**src/rtl/control_sequencer.sv**
```systemverilog
// control_sequencer: multi-cycle instruction sequencer for a small
// load/store datapath. It fetches 16-bit instructions from a synchronous
// ROM, decodes the opcode and steps the datapath controls one state at a
// time. Datapath controls are decoded from the state register and IR. The
// only exception is D_Wr, which follows Mem_Ready while a store waits.
module control_sequencer #(
  parameter int PC_W     = 7,
  parameter int DA_W     = 8,
  parameter int RESET_PC = 0
) (
  input  logic            Clk,
  input  logic            Reset,
  input  logic [15:0]     Imem_Data,
  input  logic            Mem_Ready,
  input  logic            Ra_Zero,
  input  logic            Go,
  output logic [PC_W-1:0] Imem_Addr,
  output logic [DA_W-1:0] D_Addr,
  output logic            D_Wr,
  output logic            RF_s,
  output logic            RF_W_en,
  output logic [3:0]      RF_W_Addr,
  output logic [3:0]      RF_Ra_Addr,
  output logic [3:0]      RF_Rb_Addr,
  output logic [2:0]      ALU_s0,
  output logic [PC_W-1:0] PC_Out,
  output logic [15:0]     IR_Out,
  output logic [3:0]      OutState,
  output logic [3:0]      NextState,
  output logic            Halted,
  output logic            Illegal
);

  localparam logic [PC_W-1:0] RESET_PC_V = PC_W'(RESET_PC);

  typedef enum logic [3:0] {
    S_INIT    = 4'd0,
    S_FETCH_A = 4'd1,
    S_FETCH_D = 4'd2,
    S_DECODE  = 4'd3,
    S_NOOP    = 4'd4,
    S_LOAD_A  = 4'd5,
    S_LOAD_B  = 4'd6,
    S_STORE   = 4'd7,
    S_ALU     = 4'd8,
    S_JUMP    = 4'd9,
    S_HALT    = 4'd10
  } state_e;

  state_e          state_q, state_d;
  logic [PC_W-1:0] pc_q, pc_d;
  logic [15:0]     ir_q, ir_d;
  logic            illegal_q, illegal_d;

  logic [3:0]      opcode;
  logic [DA_W-1:0] d_addr_field;
  logic [PC_W-1:0] jz_off;

  assign opcode       = ir_q[15:12];
  assign d_addr_field = ir_q[11:12-DA_W];

  // JZ offset: IR[7:0] sign-extended to the PC width. A PC narrower than
  // eight bits only needs the low bits, since the add wraps modulo 2^PC_W.
  if (PC_W > 8) begin : g_jz_sext
    assign jz_off = {{(PC_W-8){ir_q[7]}}, ir_q[7:0]};
  end else begin : g_jz_trunc
    assign jz_off = ir_q[PC_W-1:0];
  end

  // Next state and the next values of PC, IR and the sticky illegal flag.
  // NOTE: every signal assigned here gets a default first, so a path that
  // does not mention it holds its value instead of inferring a latch.
  always_comb begin
    state_d   = state_q;
    pc_d      = pc_q;
    ir_d      = ir_q;
    illegal_d = illegal_q;
    case (state_q)
      S_INIT: begin
        pc_d    = RESET_PC_V;
        state_d = S_FETCH_A;
      end
      S_FETCH_A: state_d = S_FETCH_D;
      S_FETCH_D: begin
        ir_d    = Imem_Data;
        pc_d    = pc_q + PC_W'(1);
        state_d = S_DECODE;
      end
      S_DECODE: begin
        case (opcode)
          4'b0000:          state_d = S_NOOP;
          4'b0001:          state_d = S_STORE;
          4'b0010:          state_d = S_LOAD_A;
          4'b0011, 4'b0100: state_d = S_ALU;
          4'b0101:          state_d = S_HALT;
          4'b0110, 4'b0111: state_d = S_JUMP;
          default: begin
            state_d   = S_NOOP;
            illegal_d = 1'b1;
          end
        endcase
      end
      S_NOOP:   state_d = S_FETCH_A;
      S_LOAD_A: if (Mem_Ready) state_d = S_LOAD_B;
      S_LOAD_B: state_d = S_FETCH_A;
      S_STORE:  if (Mem_Ready) state_d = S_FETCH_A;
      S_ALU:    state_d = S_FETCH_A;
      S_JUMP: begin
        // Opcode bit 12 separates JMP (0111) from JZ (0110).
        if (ir_q[12]) begin
          pc_d = ir_q[PC_W-1:0];
        end else if (Ra_Zero) begin
          pc_d = pc_q + jz_off;
        end
        state_d = S_FETCH_A;
      end
      S_HALT:  if (Go) state_d = S_FETCH_A;
      default: state_d = S_INIT;
    endcase
  end

  // State, PC, IR and flag registers with synchronous reset.
  // NOTE: sequential state uses non-blocking assignments so every flop
  // samples the pre-edge values regardless of block ordering.
  always_ff @(posedge Clk) begin
    if (Reset) begin
      state_q   <= S_INIT;
      pc_q      <= RESET_PC_V;
      ir_q      <= '0;
      illegal_q <= 1'b0;
    end else begin
      state_q   <= state_d;
      pc_q      <= pc_d;
      ir_q      <= ir_d;
      illegal_q <= illegal_d;
    end
  end

  // Datapath controls decoded from the current state and IR fields.
  always_comb begin
    D_Addr     = '0;
    D_Wr       = 1'b0;
    RF_s       = 1'b0;
    RF_W_en    = 1'b0;
    RF_W_Addr  = '0;
    RF_Ra_Addr = '0;
    RF_Rb_Addr = '0;
    ALU_s0     = '0;
    case (state_q)
      S_STORE: begin
        D_Addr     = d_addr_field;
        RF_Ra_Addr = ir_q[3:0];
        // A store interrupted by reset must not complete its write.
        D_Wr       = Mem_Ready & ~Reset;
      end
      S_LOAD_A: begin
        D_Addr = d_addr_field;
        RF_s   = 1'b1;
      end
      S_LOAD_B: begin
        D_Addr    = d_addr_field;
        RF_s      = 1'b1;
        RF_W_Addr = ir_q[3:0];
        RF_W_en   = 1'b1;
      end
      S_ALU: begin
        RF_Ra_Addr = ir_q[11:8];
        RF_Rb_Addr = ir_q[7:4];
        RF_W_Addr  = ir_q[3:0];
        RF_W_en    = 1'b1;
        ALU_s0     = (opcode == 4'b0011) ? 3'b001 : 3'b010;
      end
      S_JUMP: begin
        if (!ir_q[12]) RF_Ra_Addr = ir_q[11:8];
      end
      default: ;
    endcase
  end

  assign Imem_Addr = pc_q;
  assign PC_Out    = pc_q;
  assign IR_Out    = ir_q;
  assign OutState  = state_q;
  assign NextState = state_d;
  assign Halted    = (state_q == S_HALT);
  assign Illegal   = illegal_q;

endmodule

```
**config.mk**
```make
export PLATFORM = sky130hd
export DESIGN_NAME = control_sequencer
export DESIGN_NICKNAME = d
export VERILOG_FILES = /design/src/rtl/control_sequencer.sv
export SDC_FILE = /design/constraint.sdc
export NUM_CORES = 1
export LEC_CHECK = 0
export CAP_MARGIN = 10
export CORE_MARGIN = 5
export CORE_UTILIZATION = 42
export CTS_CLUSTER_SIZE = 16
export DETAILED_ROUTE_END_ITERATION = 8
export MAX_ROUTING_LAYER = met4
export PLACE_DENSITY_LB_ADDON = 0.3
export SYNTH_ARGS = -nofsm -noshare
export SYNTH_HDL_FRONTEND = slang
export SYNTH_SLANG_ARGS = --single-unit
export TNS_END_PERCENT = 10
```
**constraint.sdc**
```tcl
create_clock -name Clk -period 2.62 [get_ports Clk]
set_input_delay 0.786 -clock Clk [delete_from_list [all_inputs] [get_ports Clk]]
set_output_delay 0.786 -clock Clk [all_outputs]
set_load 0.01 [all_outputs]
```
Word level (Yosys, flattened, before mapping)
Cells that the tools add are included.
W data, S select, Z words.
{"block": "totals", "n_memories": 0, "ram_bits": 0, "rom_bits": 0, "latch_bits": 0, "reg_bits": 28, "out_inout_bits": 66, "elab_cells": 57}
{"block": "classes", "reduce_logical": 12, "bitwise": 3, "magnitude_cmp": 0, "n_shift": 0, "n_div": 0, "n_addsub": 2, "n_mul": 0, "n_eq_ne": 18, "muxes": 18}
{"op": "$eq A4 B3 Y1 const B", "n": 8}
{"op": "$pmux W4 S7", "n": 1}
{"op": "$mux W4", "n": 6}
{"op": "$pmux W7 S3", "n": 1}
{"op": "$pmux W4 S5", "n": 1}
{"op": "$eq A4 B2 Y1 const B", "n": 4}
{"op": "$mux W7", "n": 2}
{"op": "$eq A4 B4 Y1 const B", "n": 3}
{"op": "$pmux W4 S3", "n": 1}
{"op": "$eq A4 B1 Y1 const B", "n": 2}
{"op": "$logic_not A4 Y1", "n": 2}
{"op": "$mux W8", "n": 1}
{"op": "$reduce_or A2 Y1", "n": 4}
{"op": "$reduce_or A8 Y1", "n": 1}
{"op": "$add A7 B1 Y7 const B", "n": 1}
{"op": "$add A7 B7 Y7", "n": 1}
{"op": "$reduce_or A5 Y1", "n": 1}
{"op": "$mux W2", "n": 2}
{"op": "$reduce_and A2 Y1", "n": 2}
{"op": "$mux W1", "n": 3}
{"op": "$ne A3 B3 Y1 const B", "n": 1}
{"op": "$reduce_bool A3 Y1", "n": 1}
{"op": "$reduce_or A3 Y1", "n": 1}
{"op": "$not A1 Y1", "n": 2}
{"op": "$and A1 B1 Y1", "n": 1}

Longest topological paths before layout
{"block": "logic_depth", "depth_word": 4, "ltp_mapped": 7}

Worst setup path after synthesis
Ideal clock, no wire load.
{"block": "synth_path", "path_type": "reg2out", "start": "reg state_q[3] (netlist: OutState[3])", "end": "out RF_Ra_Addr[0]", "slack_ns": 0.422, "stages_incl_launch_ff": 6, "path_buffers": 1, "t_arrival_ns": 1.412, "cell_sequence": "dfxtp_1 > buf_2 > nand2b_1 > or2_2 > a21oi_1 > a22o_1"}
{"block": "synth_via", "elab_chain_cells": 2, "word_cells_on_any_way": 4}
{"element": "start: declaration", "line_no": "50", "text": "state_e state_q, state_d;"}
{"element": "start signal: assignment", "line_no": "132", "text": "state_q <= state_d;"}
{"element": "$eq A4 B4 Y1 or $eq A4 B3 Y1 (tied branches)", "line_no": "149", "text": "case (state_q)"}
{"element": "$pmux W4 S3 (*)", "line_no": "149"}
{"element": "end: declaration", "line_no": "23", "text": "output logic [3:0] RF_Ra_Addr,"}
Mark *: on every way between the ends. The rest lies on a longest branch, timed or not.

Worst setup path after layout
{"block": "layout_path", "start": "in Mem_Ready", "end": "out NextState[0]"}
{"block": "layout_via", "elab_chain_cells": 2, "word_cells_on_any_way": 3}
{"element": "start: declaration", "line_no": "14", "text": "input logic Mem_Ready,"}
{"element": "$mux W4 (on tied branches)", "line_no": "106, 104"}
{"element": "$pmux W4 S7 (*)", "line_no": "78", "text": "case (state_q)"}
{"element": "end: declaration", "line_no": "29", "text": "output logic [3:0] NextState,"}
Marks and branches as above.

==> impl_results.md <==
* Number of I/O pins at 87
* Die height at 78.3 µm
* Gr usage total at 0.206
* Root Buffer: clkbuf_8
* Mapped Avg Cell Area at 7.74 µm²
* Top FF cell, synth: dfxtp_1
* Count of cell types in the netlist at 56
* Endpoint, Worst Hold: IR_Out[10]
* Util after Layout at 0.668
* Clock sinks at 28
* Worst Path Arrival at 1.80 ns
* Post-route ant nets at 0
* Layout filler cell count at 395
* Initial antenna violation count at 0
* FF-to-FF path depth at 7
* DRT iter0 DRCs at 194
* Hold Buf Count CTS at 0
* Hold Crit Depth at 2
* N_diodes at 0
* Sequential element share of the synthesized area at 0.286
* Internal at 0.734 mW
* First-pass GRT wire length at 10.1 mm
* Die W at 78.3 µm
* Worst hold start: IR_Out[10]
* WL/cell at 15.9 µm
* Synth top area share at 0.286
* PD cells at 355 nW/µm²
* Setup violators final at 0
* Worst r2r dst: Imem_Addr[6]
* R2r setup slk at 0.52 ns
* Setup CP Type: in -> out
* Max VDD drop at 0.223 mV
* P_leak at 1.42 nW
* Post-Route WL at 6.17 mm
* Achievable Freq at 386 MHz
* Setup ws final at 0.0309 ns
* GPL Wtd Cong at 0.843
* Required time worst endpoint at 1.83 ns
* Clock share of power at 0.258
* CTS max path bufs at 2
* DRC viols at 0
* Rows at 24
* Ys async rst share at 0
* Synth Instances at 253
* MaxCap Viol Count at 0
* Tmin final at 2.59 ns
* CTS tree: built
* Vias at 2116
* HPWL Detailed at 4.58 mm
* Worst-skew pair later-pin latency at 0.28 ns
* Hold slack final at 0.490 ns
* Run status: completed
* Final period utilization at 0.988
* TritonRoute pass-1 iters at 4
* Cell taking the most area after synthesis: dfxtp_1
* Die ar. at 6130 µm²
* Mapped cell area at 1960 µm²
* Final #Nets at 365
* Combinational power share at 0.287
* Clock Skew at 0.00669 ns
* Cts bufs inserted at 3
* Final hold violations at 0
* H-tree levels at 1
* Max Slew Vio Count at 0
* Switching Share at 0.303
* Largest net degree at the start of global routing at 25
* Worst hold path class: reg -> reg
* Synthesized flop and latch total at 28
* Core Region at 4440 µm²
* Area growth, synth to finish at 51.7%
* Vias in the first global route at 2077
* CP max FO at 2
* FF-to-FF Start: Imem_Addr[0]
* Post-synth EDFFs at 0
* Psw at 0.319 mW
* Critical Path Start Type: input port
* Power share of the sequential group at 0.455
* Setup Fix Bufs, Post-CTS at 0
* Largest cells by area after synthesis: dfxtp_1 (29%), nand2_1 (7.7%), a21oi_1 (6.6%), and2_1 (5.8%), ha_1 (4.5%)
* Placement Setup Slack at -0.540 ns
* Synth Warn # at 0
* Critical path endpoint category: output port
* Starting Density at 0.441
* Layout cells sized above 1 at 0.110
* Syn nets at 282
* Drt via density at 5.47
* Clock transition at path regs at 0.09 ns
* Port-buffer cells at 85
* Gr ovfl total at 0
## power groups by stage
stage	registers [mW]	logic (mW)	clock network, mW
finish	0.479	0.303	0.272
global route	0.484	0.328	0.294
CTS	0.478	0.298	0.276
detailed placement	0.487	0.300	0
global placement	0.486	0.296	0
floorplan	0.492	0.154	0
## flip-flops by register name, indices dropped and copies added (netlist names)
name,count
IR_Out,16
Illegal,1
Imem_Addr,7
OutState,4
## area by class of cell
cell class                      count  area (µm²)  area share
Multi-Input combinational cell    197        1280       0.431
Timing Repair Buffer              100         986       0.332
Sequential cell                    28         562       0.189
Tap cell                           52        65.1      0.0219
Clock buffer                        4        55.1      0.0185
Inverter                            6        22.5     0.00758
## timing repair
action                     in CTS  in global routing
resized for setup              25                 26
pin swaps                       2                  3
setup endpoints to repair      28                 20
## cell usage in the layout, fill, tap and decap left out, types with 2 or more instances in the layout
cell and instances:
and3_1 8, nor2_1 12, a22o_1 4, nor3_1 2, o31a_1 2, a21boi_1 2
o21ai_1 8, dfxtp_1 27, dlymetal6s2s_1 14, nor2_4 2, nand2b_1 2, buf_6 2
ha_1 7, and2_1 18, a211oi_1 2, buf_2 2, nor4_1 3, dlygate4sd2_1 7
o211ai_1 3, clkdlybuf4s50_1 57, and2b_1 2, a21oi_1 26, mux2i_1 3, a21o_1 3
clkdlybuf4s15_1 4, buf_4 13, xnor2_1 5, clkbuf_8 4, nand2_1 40, nand3b_1 2
o21ai_0 5, inv_1 6, o22ai_1 2, nand3_1 5
## worst max-delay path by stage
stage                            from       endpoint  slack [ns]  depth (start not counted)
final                       Mem_Ready   NextState[0]        0.03                          6
after CTS                 OutState[1]   RF_W_Addr[1]       -0.09                          5
after global placement      Mem_Ready   NextState[0]       -0.51                          6
after floorplan           OutState[3]  RF_Ra_Addr[0]        0.42                          5
after detailed placement    Mem_Ready   NextState[0]       -0.54                          6
after global routing      OutState[1]      D_Addr[1]       -0.02                          5
## cell usage after synthesis (3+ instances only)
master,instances
a21o_1,3
a21oi_1,26
a22o_1,4
and2_1,18
and3_1,8
buf_2,7
buf_4,10
clkbuf_1,4
dfxtp_1,28
ha_1,7
inv_1,6
mux2i_1,3
nand2_1,40
nand2b_1,3
nand3_1,5
nor2_1,14
nor4_1,3
o211ai_1,3
o21ai_0,5
o21ai_1,8
xnor2_1,5
## per-layer routing
metal / track usage / vias to the layer above / wire length, µm
met5: - / - / 0
met4: 0.0472 / 0 / 25
met3: 0.0435 / 2 / 437
met2: 0.325 / 86 / 2910
met1: 0.272 / 975 / 2790
li1: - / 1053 / -
## cell families after synthesis
kind of cell / share of synthesized area
simple gates: 0.292
compound gates: 0.246
flops: 0.286
buf+inv: 0.0811
fa+ha+maj: 0.0550
xor+xnor: 0.0224
mux: 0.0153
other cells: 0.00192
## worst max-delay path, cell delays in order
cell and delay (ns):
dlygate4sd2_1 0.21, inv_1 0.06, o21ai_0 0.16, a21oi_1 0.08
a311o_1 0.35, buf_2 0.16
## stage by stage
stage,instance area (µm²),power [mW],setup TNS (ns),cells
after detailed placement,2860,0.787,-2.17,383
after CTS,2910,1.05,-0.746,387
after global routing,2970,1.11,-0.0207,387
after floorplan,1960,0.647,0,253
after global placement,2860,0.782,-2.04,383
final,2970,1.05,0,387
No activity file was read; power rests on OpenSTA's default activity.
==> patch (config.mk and constraints unchanged) <==
Change the parameter `DA_W` from 8 to 12.
--- a/src/rtl/control_sequencer.sv
+++ b/src/rtl/control_sequencer.sv
@@ -7,3 +7,3 @@
   parameter int PC_W     = 7,
-  parameter int DA_W     = 8,
+  parameter int DA_W     = 12,
   parameter int RESET_PC = 0
Ports: changed (resized D_Addr); port bits go from 87 to 91. The function was not compared with the original's and may differ.
==> patch against the original RTL <==
- sequential cell count unchanged
- routed wire length increased by 2.5%
- area after synthesis increased by 0.89%
- final cell count increased by 3.4%
- setup slack about the same
- critical path depth unchanged
- clock power increased by 29%
- power increased by 7.8%
- critical path type unchanged
- largest power group unchanged
- design area increased by 1.6%
==> patch: results (changes against the original RTL) <==
share of post-route cells with drive strength above 1=0.1214 (+0.01094); multiplexer share of the synthesized area=0.01520 (-0.0001360); Synth area leaders=dfxtp_1 (28%), nand2_1 (7.8%), and2_1 (7.0%), a21oi_1 (6.8%), ha_1 (4.4%); met3 Track Usage GR=0.03555 (-0.007928); Synth warnings=0 (unchanged); clk_skew=0.004676 ns (-0.002009 ns); pre-CTS setup slack=-0.5388 ns (+0.0007900 ns); grt met2 use=0.3124 (-0.01295); placed standard-cell area=2930 µm² (+2.5%); share of the synthesized area in the top cell type=0.2837 (-0.002538); Vias/cell=5.470 (about the same); top cells by count, synth=nand2_1 (41), dfxtp_1 (28), a21oi_1 (27); number of cells after detailed placement=395 (+3.1%); GRT Total Usage=0.2076 (+0.001370); xor/xnor cell area share of the yosys netlist=0.02217 (-0.0001983); post-detail-place hpwl=4722 µm (+3.0%); critical path's top delay family=buffers and inverters; CTS-repair resized insts=46 (+84%); Yosys cell types=53 (-5.4%); Slowest cell on crit path=a211o_1; Compound-Gate Fraction of Synth Area=0.2419 (-0.004081); syn nets=287 (+1.8%); drt wl/cell=15.80 µm (-0.86%); PortBufs=89 (+4.7%); adder-cell share of the synthesized area=0.05446 (-0.0004872); post-synthesis sequential area ratio=0.2837 (-0.002538); DRT iter0 DRCs=149 (-23%); Crit path largest cell delay=0.30 ns (-0.05 ns); final instance area=3019 µm² (+1.6%); setup bufs post-CTS=1 (+1); largest net degree at the start of global routing=25 (unchanged); Layout fillers=415 (+5.1%); GPL Wtd Cong=0.8759 (+3.9%); DRT Wirelength=6318 µm (+2.5%); status=completed; vias in the first global route=1,975 (-4.9%); Mapped Cells=258 (+2.0%); Final #Nets=376 (+3.0%); first-pass GRT wire length=10,080 µm (-0.62%); Leakage Power=1.350 nW (-4.9%); global-route met1 utilization=0.2866 (+0.01483)
patch: cell types whose count changed in the layout (fill, tap and decap cells not counted), sizes merged:
cell	delta
dlygate4sd2	+15
dlymetal6s2s	-10
and2	+4
buf	+4
bufinv	+1
clkdlybuf4s15	-1
clkdlybuf4s50	-1
dlygate4sd1	-1
patch: cells by family after synthesis:
| group | Yosys count |
|---|---|
| AO/OA/AOI/OAI | 72 |
| buffers and inverters | 29 |
| XOR/XNOR | 5 |
| adder cells (fa/ha/maj) | 8 |
| flip-flops | 28 |
| AND/OR/NAND/NOR | 112 |
| other | 1 |
| multiplexers | 3 |
patch: final cells by class:
| class | count | area share |
|---|---|---|
| clock buffer | 3 | 0.01368 |
| clock inverter | 1 | 0.009946 |
| timing repair buffer | 107 | 0.3286 |
| multi-input combinational | 201 | 0.4314 |
| inverter | 6 | 0.007460 |
| tap | 54 | 0.02238 |
| sequential | 28 | 0.1865 |
patch: path summary, 6_finish.rpt:
| check | start | to | slack [ns] |
|---|---|---|---|
| min | IR_Out[11] | IR_Out[11] | 0.49 |
| max | Mem_Ready | NextState[1] | 0.03 |
| max reg2reg | Imem_Addr[0] | Imem_Addr[6] | 0.55 |
| min reg2reg | IR_Out[11] | IR_Out[11] | 0.49 |
patch: power by group:
part	internal, mW	total (mW)	switching [mW]	leakage (nW)
clock	0.205	0.352	0.147	0.0357
combinational	0.154	0.299	0.144	1.09
sequential	0.448	0.485	0.0366	0.228
total	0.808	1.14	0.328	1.35
patch: metal layers:
| layer | share of wire | routed length (µm) | vias up |
|---|---|---|---|
| met5 | 0 | 0 | - |
| met4 | 0.013 | 85 | 0 |
| met3 | 0.060 | 382 | 7 |
| met2 | 0.46 | 2913 | 80 |
| met1 | 0.46 | 2937 | 1020 |
| li1 | - | - | 1081 |
